## src/rtl/pipeline_stage_sequencer_pkg.sv

```systemverilog
// pipeline_stage_sequencer_pkg: stage/type/group codes and MEM-length helpers shared by the sequencer
package pipeline_stage_sequencer_pkg;
  localparam int STAGE_W = 3;
  localparam int TYPE_W = 4;
  localparam int GROUP_W = 4;
  localparam int SEQ_MEM_CYCLES_MAX = 2;
  localparam int MEM_CYC_W = $clog2(SEQ_MEM_CYCLES_MAX + 1);
  typedef enum logic [STAGE_W-1:0] {
    STAGE_IF  = 3'd0,
    STAGE_ID  = 3'd1,
    STAGE_EX  = 3'd2,
    STAGE_MEM = 3'd3,
    STAGE_WB  = 3'd4
  } stage_e;
  typedef enum logic [TYPE_W-1:0] {
    TYPE_NOP   = 4'd0,
    TYPE_ADD   = 4'd1,
    TYPE_LD    = 4'd2,
    TYPE_ST    = 4'd3,
    TYPE_PUSH  = 4'd4,
    TYPE_POP   = 4'd5,
    TYPE_RCALL = 4'd6,
    TYPE_RET   = 4'd7,
    TYPE_RJMP  = 4'd8
  } type_e;
  localparam int GROUP_ALU   = 0;
  localparam int GROUP_LOAD  = 1;
  localparam int GROUP_STORE = 2;
  localparam int GROUP_STACK = 3;
  localparam logic [GROUP_W-1:0] GROUP_MEM_MASK =
    GROUP_W'((1 << GROUP_LOAD) | (1 << GROUP_STORE) | (1 << GROUP_STACK));
  // RCALL/RET move a 2-byte PC through data memory
  function automatic logic is_two_byte(input logic [TYPE_W-1:0] t);
    return t == TYPE_RCALL || t == TYPE_RET;
  endfunction
endpackage

```

## src/rtl/pipeline_stage_sequencer_mem_cycle_calc.sv

```systemverilog
// pipeline_stage_sequencer_mem_cycle_calc: decoded opcode -> MEM sub-cycle count and MEM-needed flag
module pipeline_stage_sequencer_mem_cycle_calc
  import pipeline_stage_sequencer_pkg::*;
(
  input  logic [TYPE_W-1:0]    opcode_type_i,
  input  logic [GROUP_W-1:0]   opcode_group_i,
  output logic [MEM_CYC_W-1:0] mem_cycles_o,
  output logic                 needs_mem_o
);
  assign mem_cycles_o = is_two_byte(opcode_type_i) ? MEM_CYC_W'(2) : MEM_CYC_W'(1);
  assign needs_mem_o  = is_two_byte(opcode_type_i) || |(opcode_group_i & GROUP_MEM_MASK);
endmodule

```

## src/rtl/pipeline_stage_sequencer.sv

```systemverilog
// pipeline_stage_sequencer: IF->ID->EX->MEM->WB stepper with MEM hold, strobes and retire counter (SEQ_MEM_SKIP_EN lets non-memory instructions bypass MEM)
module pipeline_stage_sequencer
  import pipeline_stage_sequencer_pkg::*;
#(
  parameter int RETIRE_CNT_W = 16,
  parameter int MEM_WAIT_MAX = 15
) (
  input  logic                    clk,
  input  logic                    reset,
  input  logic                    halt,
  input  logic                    mem_wait,
  input  logic [TYPE_W-1:0]       opcode_type,
  input  logic [GROUP_W-1:0]      opcode_group,
  output logic [STAGE_W-1:0]      pipeline_stage,
  output logic                    cycle_count,
  output logic                    fetch_en,
  output logic                    instr_done,
  output logic [RETIRE_CNT_W-1:0] retired_count,
  output logic                    timeout_err
);
  localparam int WAIT_W = $clog2(MEM_WAIT_MAX + 1);
  stage_e                  stage_q, stage_d;
  logic                    cc_q, cc_d;
  logic [WAIT_W-1:0]       wait_q, wait_d;
  logic [RETIRE_CNT_W-1:0] ret_q, ret_d;
  logic                    tmo_q, tmo_d;
  logic [MEM_CYC_W-1:0]    mem_cycles;
  logic                    needs_mem;
  logic                    skip_mem;
  logic                    stalled;
  logic                    last_sub;
  pipeline_stage_sequencer_mem_cycle_calc u_calc (
    .opcode_type_i (opcode_type),
    .opcode_group_i(opcode_group),
    .mem_cycles_o  (mem_cycles),
    .needs_mem_o   (needs_mem)
  );
`ifdef SEQ_MEM_SKIP_EN
  assign skip_mem = !needs_mem;
`else
  logic unused_needs_mem;
  assign unused_needs_mem = needs_mem;
  assign skip_mem = 1'b0;
`endif
  // a wait is honoured only until the counter saturates; then the sub-cycle is forced through
  assign stalled  = mem_wait && wait_q != WAIT_W'(MEM_WAIT_MAX);
  assign last_sub = MEM_CYC_W'(cc_q) == mem_cycles - MEM_CYC_W'(1);
  // next-state: stage advance, MEM sub-cycle/wait tracking, retire count; halt freezes all
  always_comb begin
    stage_d = stage_q;
    cc_d    = cc_q;
    wait_d  = wait_q;
    ret_d   = ret_q;
    tmo_d   = tmo_q;
    if (!halt) begin
      case (stage_q)
        STAGE_IF: stage_d = STAGE_ID;
        STAGE_ID: stage_d = STAGE_EX;
        STAGE_EX: stage_d = skip_mem ? STAGE_WB : STAGE_MEM;
        STAGE_MEM: begin
          if (stalled) begin
            wait_d = wait_q + WAIT_W'(1);
          end else begin
            wait_d  = '0;
            tmo_d   = tmo_q | mem_wait;
            cc_d    = !last_sub;
            stage_d = last_sub ? STAGE_WB : STAGE_MEM;
          end
        end
        STAGE_WB: begin
          stage_d = STAGE_IF;
          ret_d   = ret_q + RETIRE_CNT_W'(1);
        end
        default: stage_d = STAGE_IF;
      endcase
    end
  end
  // state registers; reset abandons any in-flight instruction
  always_ff @(posedge clk or negedge reset) begin
    if (!reset) begin
      stage_q <= STAGE_IF;
      cc_q    <= 1'b0;
      wait_q  <= '0;
      ret_q   <= '0;
      tmo_q   <= 1'b0;
    end else begin
      stage_q <= stage_d;
      cc_q    <= cc_d;
      wait_q  <= wait_d;
      ret_q   <= ret_d;
      tmo_q   <= tmo_d;
    end
  end
  assign pipeline_stage = stage_q;
  assign cycle_count    = cc_q;
  assign fetch_en       = stage_q == STAGE_IF && !halt;
  assign instr_done     = stage_q == STAGE_WB && !halt;
  assign retired_count  = ret_q;
  assign timeout_err    = tmo_q;
endmodule
```

## config.mk

```make
export PLATFORM = sky130hd
export DESIGN_NAME = pipeline_stage_sequencer
export DESIGN_NICKNAME = d
export VERILOG_FILES = /design/src/rtl/pipeline_stage_sequencer_pkg.sv /design/src/rtl/pipeline_stage_sequencer_mem_cycle_calc.sv /design/src/rtl/pipeline_stage_sequencer.sv
export SDC_FILE = /design/constraint.sdc
export NUM_CORES = 1
export LEC_CHECK = 0
export ABC_AREA = 1
export CAP_MARGIN = 0
export CORE_MARGIN = 4
export CORE_UTILIZATION = 52
export DETAILED_ROUTE_END_ITERATION = 10
export GPL_TIMING_DRIVEN = 0
export PLACE_DENSITY = 0.94
export SLEW_MARGIN = 20
export SYNTH_ARGS = -nofsm -noshare
export SYNTH_HDL_FRONTEND = slang
export SYNTH_SLANG_ARGS = --single-unit
```

## constraint.sdc

```tcl
create_clock -name clk -period 3.91 [get_ports clk]
set_input_delay 0.782 -clock clk [delete_from_list [all_inputs] [get_ports clk]]
set_output_delay 0.782 -clock clk [all_outputs]
set_load 0.1 [all_outputs]
```

==> out/qor.csv, run 1 <==
stage,metric,value,unit
outcome,outcome,"complete, no violations",
route,Residual DRC,0,
floorplanning,# rows,18,
clocking,Post-CTS Repair Setup Buffers,0,
timing,Final Hold Fails,0,
setup_path,crit path max-delay cell type,clkdlybuf4s50_1,
setup_path,reg2reg path depth,8,
timing,maximum clock frequency,279.2,MHz
global_route,grt met2 use,32.29,%
floorplanning,io pins,35,
setup_path,CP Capture Type,output port,
setup_path,Worst path top cell family by delay,buffers and inverters,
setup_path,Worst Path Max Fanout,4,
synthesis,synthesized-area fraction occupied by adder cells,1.818,%
synthesis,Compound-Gate Fraction of Synth Area,3.818,%
global_route,largest net degree at the start of global routing,26,
synthesis,#FFs+latches synth,25,
global_route,antenna violations before repair,0,
placement,Cells after DPL,220,
clocking,clock latency on the worst-skew pair,0.33,ns
route,vias per cell,5.183,
route,Routed Antenna Nets,0,
synthesis,"Cell Area, Synth",0.001376,sq mm
layout,Fill cells,193,
clocking,CTS tree,built,
setup_path,CP bufs+invs,3,
clocking,Max clock buf depth,2,
clocking,clk sink count,25,
layout,area grow syn2layout,25.36,%
layout,"commonest non-fill, non-tap cell in the layout",nand2_1,
timing,max-slew violation count,0,
setup_path,Worst Path Arrival,2.80,ns
timing,clock skew,0.008447,ns
setup_path,crit start category,primary input,
global_route,met1 Usage GRT,25.00,%
setup_path,CP Cell Sequence,clkdlybuf4s50_1 -> inv_2 -> nand2_2 -> nor2_4 -> clkdlybuf4s50_1,
placement,number of port buffers,29,
global_route,grt met3 use,1.743,%
global_route,vias in the first global route,1205,
synthesis,Syn Area/Cell,8.549,sq um
synthesis,YS warnings,0,
synthesis,Gate Count Post-Synth,161,
timing,final setup fails,0,
layout,register area,625.6,sq um
setup_path,Critical Path RT,3.13,ns
setup_path,most frequent CP cell,clkdlybuf4s50_1,
layout,"commonest cells after routing, fill and taps aside","nand2_1, clkdlybuf4s50_1, dfrtp_1",
synthesis,synthesized net count,175,
timing,worst-margin pin slew,0.9765,ns
timing,setup_tns,0,ns
power_and_ir_drop,Pwr Density,601.6,mW/mm^2
floorplanning,die area,0.003534,sq mm
power_and_ir_drop,Worst VDD drop,0.9476,mV
timing,unrepaired setup endpoints after global routing,false,
route,DR pass1 iterations,4,
setup_path,Crit path depth,5,
placement,RePlAce Congestion,0.8248,
synthesis,mux contribution to synthesized area,0,%
global_route,GRT Overall Usage,19.75,%
layout,Layout Cells excl Fill,224,
synthesis,"area fraction in and, or, nand and nor cells after synthesis",34.82,%
clocking,post_cts resized,0,
clocking,clk slew on worst S/H paths,0.14,ns
global_route,GRT overflow,0,
floorplanning,Die W,59.45,um
power_and_ir_drop,Leak,0.8629,nW
synthesis,Post-synth EDFFs,0,
synthesis,largest family of logic cells by synthesized area,simple AND/OR/NAND/NOR gates,
route,DRT iter0 DRCs,37,
global_route,Top Usage Layer GRT,met2,
hold_path,Hold Path Class,in -> async,
synthesis,"Primary FF master, synth",dfrtp_1,
timing,Slew HR,34.69,%
synthesis,Synth async-reset ratio,100.0,%
synthesis,sequential share of the synthesized area,45.45,%
layout,layout cells sized above 1,12.89,%
timing,Final min period,3.582,ns
clocking,Root Driver,clkbuf_4,
route,Wirelength per Cell,13.08,um
route,via count,1161,
floorplanning,Initial Util,55.06,%
global_route,first-pass GRT wire length,5237,um
layout,area of the multi-input gates,653.1,sq um
route,WL final,2929,um
setup_path,WS Path Type,in -> out,
floorplanning,placeable core area,0.002500,sq mm
clocking,cts bufs inserted,3,
floorplanning,Chip Height,59.45,um
synthesis,Synth cell types,26,
timing,Tcrit/Tclk final,91.61,%
layout,NumNets Final,209,
flow_run,maxcap violations,0,
setup_path,max incr delay on CP,1.16,ns
layout,ANT cells,0,
clocking,H-tree Lvls,1,
placement,dpl hpwl,2187,um
synthesis,xor and xnor area share after synthesis,7.000,%
clocking,CTS Hold Buffers Added,0,
==> sequential cells by signal (all words and copies together) (netlist names) <==
signal and cells:
retired_count 16, wait_q 4, pipeline_stage 3, cycle_count 1, timeout_err 1
==> cell usage after synthesis, types with 2 or more instances <==
cell type  number  area, sq um
nor3_1          3        15.01
nor2_2          3        18.77
nand2_4         2        22.52
dfrtp_1        25        625.6
nand4_1         5        31.28
a21oi_1         3        15.01
inv_1          22        82.58
o21ai_1         2        10.01
nor2_1          6        22.52
inv_2           4        15.01
nand2_2         2        12.51
nand2_1        40        150.1
xor2_1          7        61.31
nand3_1        16        80.08
ha_1            2        25.02
nor2_4          5        56.30
xnor2_1         4        35.03
nand3_2         2        20.02
==> routing by layer <==
metal  vias up  routed length (um)
li1        579                   -
met1       544                1310
met2        27                1424
met3        11                  82
met4         0                 112
met5         -                   0
==> power breakdown <==
group | leakage (nW) | internal, mW | switching, mW | total (mW)
Combinational | 0.519 | 0.137 | 0.405 | 0.542
Clock | 0.0150 | 0.0400 | 0.0811 | 0.121
Sequential | 0.329 | 0.311 | 0.0641 | 0.375
==> through the flow <==
step / util, % / total power [mW] / hold slack (ns) / instance area, sq um / setup WS (ns)
final: 69.02 / 1.038 / 0.4122 / 1725 / 0.3280
after global routing: 69.02 / 1.094 / 0.4405 / 1725 / 0.2654
after CTS: 69.22 / 1.041 / 0.4812 / 1730 / 0.3268
after detailed placement: 68.17 / 0.9157 / 0.4489 / 1704 / 0.3372
after global placement: 68.17 / 0.8953 / 0.4391 / 1704 / 0.3198
after floorplan: - / 0.7868 / 0.4690 / 1376 / 0.6158
==> area by class of cell <==
| cell class | count | share of cell area (%) |
|---|---|---|
| clock buffers | 4 | 1.523 |
| inverters | 26 | 5.656 |
| multi-input cells | 110 | 37.85 |
| flip-flops and latches | 25 | 36.26 |
| well taps | 30 | 2.175 |
| repair buffers | 29 | 16.53 |
==> worst paths after layout <==
path                                              start  slack, ns                       endpoint
worst max-delay path                               halt       0.33                     instr_done
worst min-delay path                              reset       0.41  pipeline_stage[1]$_DFFE_PN0P_
worst max register to register    wait_q[0]$_DFFE_PN0P_       2.40  pipeline_stage[1]$_DFFE_PN0P_
worst min register to register  timeout_err$_DFFE_PN0P_       0.48        timeout_err$_DFFE_PN0P_
max in group asynchronous                         reset       3.12  retired_count[13]$_DFFE_PN0P_
min in group clk                timeout_err$_DFFE_PN0P_       0.48        timeout_err$_DFFE_PN0P_
==> kinds of logic (layout without fill, tap and decap cells) <==
logic type                 count (synthesis)  in the layout
and+or+nand+nor                           88             88
buffers and inverters                     26             59
xor gates and xnor gates                  11             11
AOI/OAI and AO/OA                          9              9
DFF                                       25             25
adders and majority gates                  2              2
Power figures use the tool's default switching activity.
==> inputs of run 2 (changes only) <==
CAP_MARGIN = 10   (was 0)
SYNTH_HIERARCHICAL = 1   (was default)
==> out/qor.csv, run 2 <==
stage,metric,value,unit
timing,unrepaired setup endpoints after global routing,false,
floorplanning,io pins,35,
setup_path,Worst Path Arrival,2.91,ns
setup_path,Worst Path Max Fanout,10,
placement,worst slack at placement,0.2285,ns
placement,RePlAce Congestion,0.8114,
layout,layout cells sized above 1,6.863,%
power_and_ir_drop,Seq pwr share,36.9,%
setup_path,crit start category,primary input,
setup_path,Worst path top cell family by delay,buffers and inverters,
power_and_ir_drop,clock group share of total power,11.9,%
setup_path,WS Path Type,in -> out,
power_and_ir_drop,switching power total,518.2,uW
route,Wirelength per Cell,12.36,um
timing,maximum clock frequency,271.2,MHz
route,vias per cell,5.239,
clocking,Root Driver,clkbuf_4,
route,WL final,2892,um
global_route,largest net degree at the start of global routing,26,
global_route,GRT overflow,0,
global_route,antenna violations before repair,0,
clocking,clock latency on the worst-skew pair,0.32,ns
synthesis,"Cell Area, Synth",0.001356,sq mm
clocking,post_cts resized,0,
clocking,CTS Hold Buffers Added,0,
route,via count,1226,
placement,dpl hpwl,2235,um
setup_path,CP bufs+invs,4,
flow_run,maxcap violations,0,
clocking,clk slew on worst S/H paths,0.14,ns
power_and_ir_drop,total power draw,988.1,uW
layout,"Core Util, Final",68.84,%
timing,final setup fails,0,
layout,NumNets Final,219,
clocking,clk sink count,25,
setup_path,max incr delay on CP,1.14,ns
layout,fin area,0.001705,sq mm
power_and_ir_drop,switching share of power,52.45,%
placement,Area after DPL,0.001679,sq mm
global_route,first-pass GRT wire length,5147,um
setup_path,CP Capture Type,output port,
layout,Fill cells,187,
outcome,outcome,"complete, no violations",
floorplanning,Initial Util,54.75,%
timing,worst-margin pin slew,0.9700,ns
clocking,cts bufs inserted,3,
global_route,GRT Overall Usage,19.48,%
synthesis,Gate Count Post-Synth,171,
power_and_ir_drop,Power Internal,469.9,uW
global_route,vias in the first global route,1220,
clocking,H-tree Lvls,1,
clocking,CTS tree,built,
power_and_ir_drop,combinational power share,51.2,%
setup_path,CP Cell Sequence,clkdlybuf4s50_1 -> inv_2 -> nand2_2 -> nor2_2 -> buf_6 -> clkdlybuf4s50_1,
setup_path,FF-to-FF Start,retired_count[0]$_DFFE_PN0P_,
setup_path,most frequent CP cell,clkdlybuf4s50_1,
timing,setup_tns,0,ns
floorplanning,placeable core area,0.002477,sq mm
setup_path,crit path max-delay cell type,clkdlybuf4s50_1,
floorplanning,Die W,59.07,um
power_and_ir_drop,Pwr Density,579.4,mW/mm^2
timing,Final Hold Fails,0,
power_and_ir_drop,Leak,0.7815,nW
timing,Tcrit/Tclk final,94.31,%
setup_path,Critical Path RT,3.13,ns
route,Residual DRC,0,
route,DRT iter0 DRCs,33,
timing,Slew HR,35.13,%
synthesis,synthesized net count,185,
layout,"commonest cells after routing, fill and taps aside","nand2_1, clkdlybuf4s50_1, dfrtp_1",
synthesis,YS warnings,6,
setup_path,crit path launch,halt,
timing,Final min period,3.687,ns
floorplanning,Chip Height,59.07,um
floorplanning,# rows,18,
timing,Final Worst Setup Slack,0.2225,ns
power_and_ir_drop,Worst VDD drop,0.6841,mV
clocking,Post-CTS Repair Setup Buffers,0,
layout,ANT cells,0,
route,DR pass1 iterations,4,
timing,clock skew,0.005744,ns
synthesis,Syn Area/Cell,7.932,sq um
layout,"commonest non-fill, non-tap cell in the layout",nand2_1,
floorplanning,die area,0.003489,sq mm
route,Routed Antenna Nets,0,
placement,number of port buffers,29,
clocking,Max clock buf depth,2,
layout,area grow syn2layout,25.74,%
layout,number of flip-flops in the largest register,16,
hold_path,Hold Path Class,in -> async,
timing,max-slew violation count,0,
run 2: worst register-to-register path, delay by kind of cell (launching register included):
| kind | cells | cell delay (ns) |
|---|---|---|
| AND/OR/NAND/NOR | 6 | 0.77 |
| flip-flops | 1 | 0.44 |
| buffers and inverters | 1 | 0.05 |
| adder cells (fa/ha/maj) | 1 | 0.23 |
run 2: cell type report:
cell class	instances	area (sq um)	share of cell area, %
repair buffers	29	285.3	16.73
plain buffers	1	11.26	0.6603
well taps	30	37.54	2.201
multi-input cells	124	640.6	37.56
flip-flops and latches	25	625.6	36.68
inverters	21	78.83	4.622
clock buffers	4	26.28	1.541
run 2: worst paths after layout:
kind,to,slack [ns],cells after the start
max reg2reg,retired_count[10]$_DFFE_PN0P_,2.33,8
max,instr_done,0.22,6
min,retired_count[6]$_DFFE_PN0P_,0.42,1
max in group asynchronous,retired_count[0]$_DFFE_PN0P_,3.11,1
min reg2reg,timeout_err$_DFFE_PN0P_,0.49,1
min in group clk,timeout_err$_DFFE_PN0P_,0.49,1
run 2: layer usage:
metal,vias up,global-route usage (%),wire length (um)
met2,39,32.49,1411
met4,0,7.767,70
met5,-,0,0
met3,9,3.268,156
li1,614,-,-
met1,564,25.10,1254
run 2: per-stage QoR:
stage | hold WS, ns | std cells
3_3_place_gp | 0.4564 | 230
6_report | 0.4241 | 234
4_1_cts | 0.4394 | 234
2_1_floorplan | 0.4690 | 171
3_5_place_dp | 0.4606 | 230
5_1_grt | 0.4649 | 234
run 2: power groups by stage:
stage	logic, mW	registers (mW)	clock network, mW
2_1_floorplan	0.150	0.601	0
3_3_place_gp	0.498	0.364	0
3_5_place_dp	0.506	0.370	0
4_1_cts	0.508	0.364	0.121
5_1_grt	0.535	0.372	0.130
6_report	0.506	0.365	0.118
==> inputs of run 3 (changes only) <==
CORE_UTILIZATION = 43   (was 52)
PLACE_DENSITY = 0.84   (was 0.94)
clock period = 3.38 ns   (was 3.91 ns; I/O delays follow)
==> out/qor.csv, run 3 (same netlist as run 2, synthesis figures left out) <==
stage,metric,value,unit
outcome,outcome,"complete, no violations",
clocking,Post-CTS Repair Setup Buffers,0,
setup_path,Critical Path RT,2.70,ns
setup_path,r2r setup slk,1.90,ns
timing,maximum clock frequency,315.9,MHz
floorplanning,io pins,35,
global_route,GRT Overall Usage,15.58,%
layout,NumNets Final,219,
timing,Tcrit/Tclk final,93.66,%
layout,"Core Util, Final",56.90,%
route,Wirelength per Cell,10.96,um
hold_path,Hold Path Class,in -> async,
timing,Final Hold Fails,0,
setup_path,CP Cell Sequence,clkdlybuf4s50_1 -> inv_2 -> nand2_2 -> nor2_2 -> buf_6 -> dlygate4sd2_1,
layout,area grow syn2layout,27.03,%
route,Residual DRC,0,
timing,unrepaired setup endpoints after global routing,false,
layout,ANT cells,0,
floorplanning,placeable core area,0.003028,sq mm
power_and_ir_drop,Pwr Density,659.7,mW/mm^2
layout,layout cells sized above 1,7.353,%
setup_path,FF-to-FF Start,retired_count[0]$_DFFE_PN0P_,
flow_run,maxcap violations,0,
placement,dpl hpwl,2145,um
placement,number of port buffers,29,
clocking,H-tree Lvls,1,
setup_path,CP bufs+invs,4,
clocking,clk slew on worst S/H paths,0.14,ns
setup_path,Worst Path Max Fanout,10,
global_route,antenna violations before repair,0,
power_and_ir_drop,Leak,0.7890,nW
global_route,vias in the first global route,1175,
timing,max-slew violation count,0,
placement,worst slack at placement,-0.08347,ns
clocking,clk sink count,25,
setup_path,Worst path top cell family by delay,buffers and inverters,
layout,"commonest non-fill, non-tap cell in the layout",nand2_1,
setup_path,max incr delay on CP,0.86,ns
route,DR pass1 iterations,4,
timing,Final min period,3.166,ns
route,vias per cell,4.782,
clocking,cts bufs inserted,3,
global_route,first-pass GRT wire length,5106,um
timing,Final Worst Setup Slack,0.2142,ns
layout,fin area,0.001723,sq mm
setup_path,Crit path depth,6,
clocking,CTS tree,built,
setup_path,reg2reg path depth,8,
setup_path,worst reg2reg path endpoint,retired_count[10]$_DFFE_PN0P_,
setup_path,crit path capture,instr_done,
route,WL final,2719,um
route,Routed Antenna Nets,0,
route,via count,1186,
timing,clock skew,0.01086,ns
floorplanning,Initial Util,44.79,%
placement,RePlAce Congestion,0.7959,
setup_path,crit start category,primary input,
setup_path,WS Path Type,in -> out,
global_route,largest net degree at the start of global routing,26,
setup_path,crit path launch,halt,
power_and_ir_drop,total power draw,1.137,mW
placement,Area after DPL,0.001702,sq mm
layout,Fill cells,286,
setup_path,crit path max-delay cell type,dlygate4sd2_1,
clocking,Max clock buf depth,2,
timing,final setup fails,0,
floorplanning,# rows,20,
power_and_ir_drop,Worst VDD drop,0.3231,mV
clocking,Root Driver,clkbuf_4,
floorplanning,Die W,64.16,um
global_route,GRT overflow,0,
floorplanning,die area,0.004117,sq mm
floorplanning,Chip Height,64.16,um
setup_path,Worst Path Arrival,2.49,ns
clocking,clock latency on the worst-skew pair,0.33,ns
layout,number of flip-flops in the largest register,16,
setup_path,CP Capture Type,output port,
layout,"commonest cells after routing, fill and taps aside","nand2_1, clkdlybuf4s50_1, dfrtp_1",
timing,worst hold margin,0.3067,ns
route,DRT iter0 DRCs,34,
timing,Slew HR,34.81,%
timing,worst-margin pin slew,0.9747,ns
## run 3: changes by cell type in the layout (fill, tap and decap cells not counted), sizes merged
cell	previous run	this run
dlygate4sd2	0	1
clkbuf	4	3
clkinv	0	1
clkdlybuf4s50	28	27
## run 3: per-stage QoR
stage,TNS (ns),std cells
after floorplan,0,171
after global placement,-0.07678,244
after detailed placement,-0.08347,244
after CTS,0,248
after global routing,0,248
final,0,248
## run 3: final cells by class
class,count,area (sq um),area share [%]
buffer,1,11.26,0.6536
multi-input combinational,124,640.6,37.18
clock buffer,3,22.52,1.307
inverter,21,78.83,4.575
timing repair buffer,29,284.0,16.49
sequential,25,625.6,36.31
clock inverter,1,5.005,0.2905
tap,44,55.05,3.195
## run 3: worst min-delay path by stage
stage / from / to / slack (ns) / cells past startpoint
2_1_floorplan: reset / cycle_count$_DFFE_PN0P_ / 0.38 / 0
3_3_place_gp: timeout_err$_DFFE_PN0P_ / timeout_err$_DFFE_PN0P_ / 0.46 / 1
3_5_place_dp: timeout_err$_DFFE_PN0P_ / timeout_err$_DFFE_PN0P_ / 0.46 / 1
4_1_cts: timeout_err$_DFFE_PN0P_ / timeout_err$_DFFE_PN0P_ / 0.49 / 1
5_1_grt: reset / retired_count[10]$_DFFE_PN0P_ / 0.34 / 1
6_report: reset / retired_count[11]$_DFFE_PN0P_ / 0.31 / 1
## run 3: what timing repair did
action,CTS,global route
endpoints found under the setup margin,1,0
gates resized for setup,1,0
hold buffers,0,0
## run 3: power breakdown
| part | switching [mW] | total, mW | internal (mW) |
|---|---|---|---|
| combinational | 0.441 | 0.583 | 0.142 |
| sequential | 0.0604 | 0.417 | 0.356 |
| clock | 0.0925 | 0.137 | 0.0444 |
## run 3: metal layers
layer / global-route usage [%] / vias up / wire length, um
met5: 0 / - / 0
met4: 7.652 / 0 / 46
met3: 2.285 / 4 / 79
met2: 24.77 / 16 / 1283
met1: 20.67 / 555 / 1309
li1: - / 611 / -
## run 3: worst register-to-register path: stages, from the launching register on
cell and delay [ns]:
dfrtp_1 0.43, ha_1 0.21, inv_1 0.05, nor2_1 0.22, nand2_1 0.17, nor2_4 0.14
nand2_1 0.07, nand2_1 0.06, nand2_1 0.04
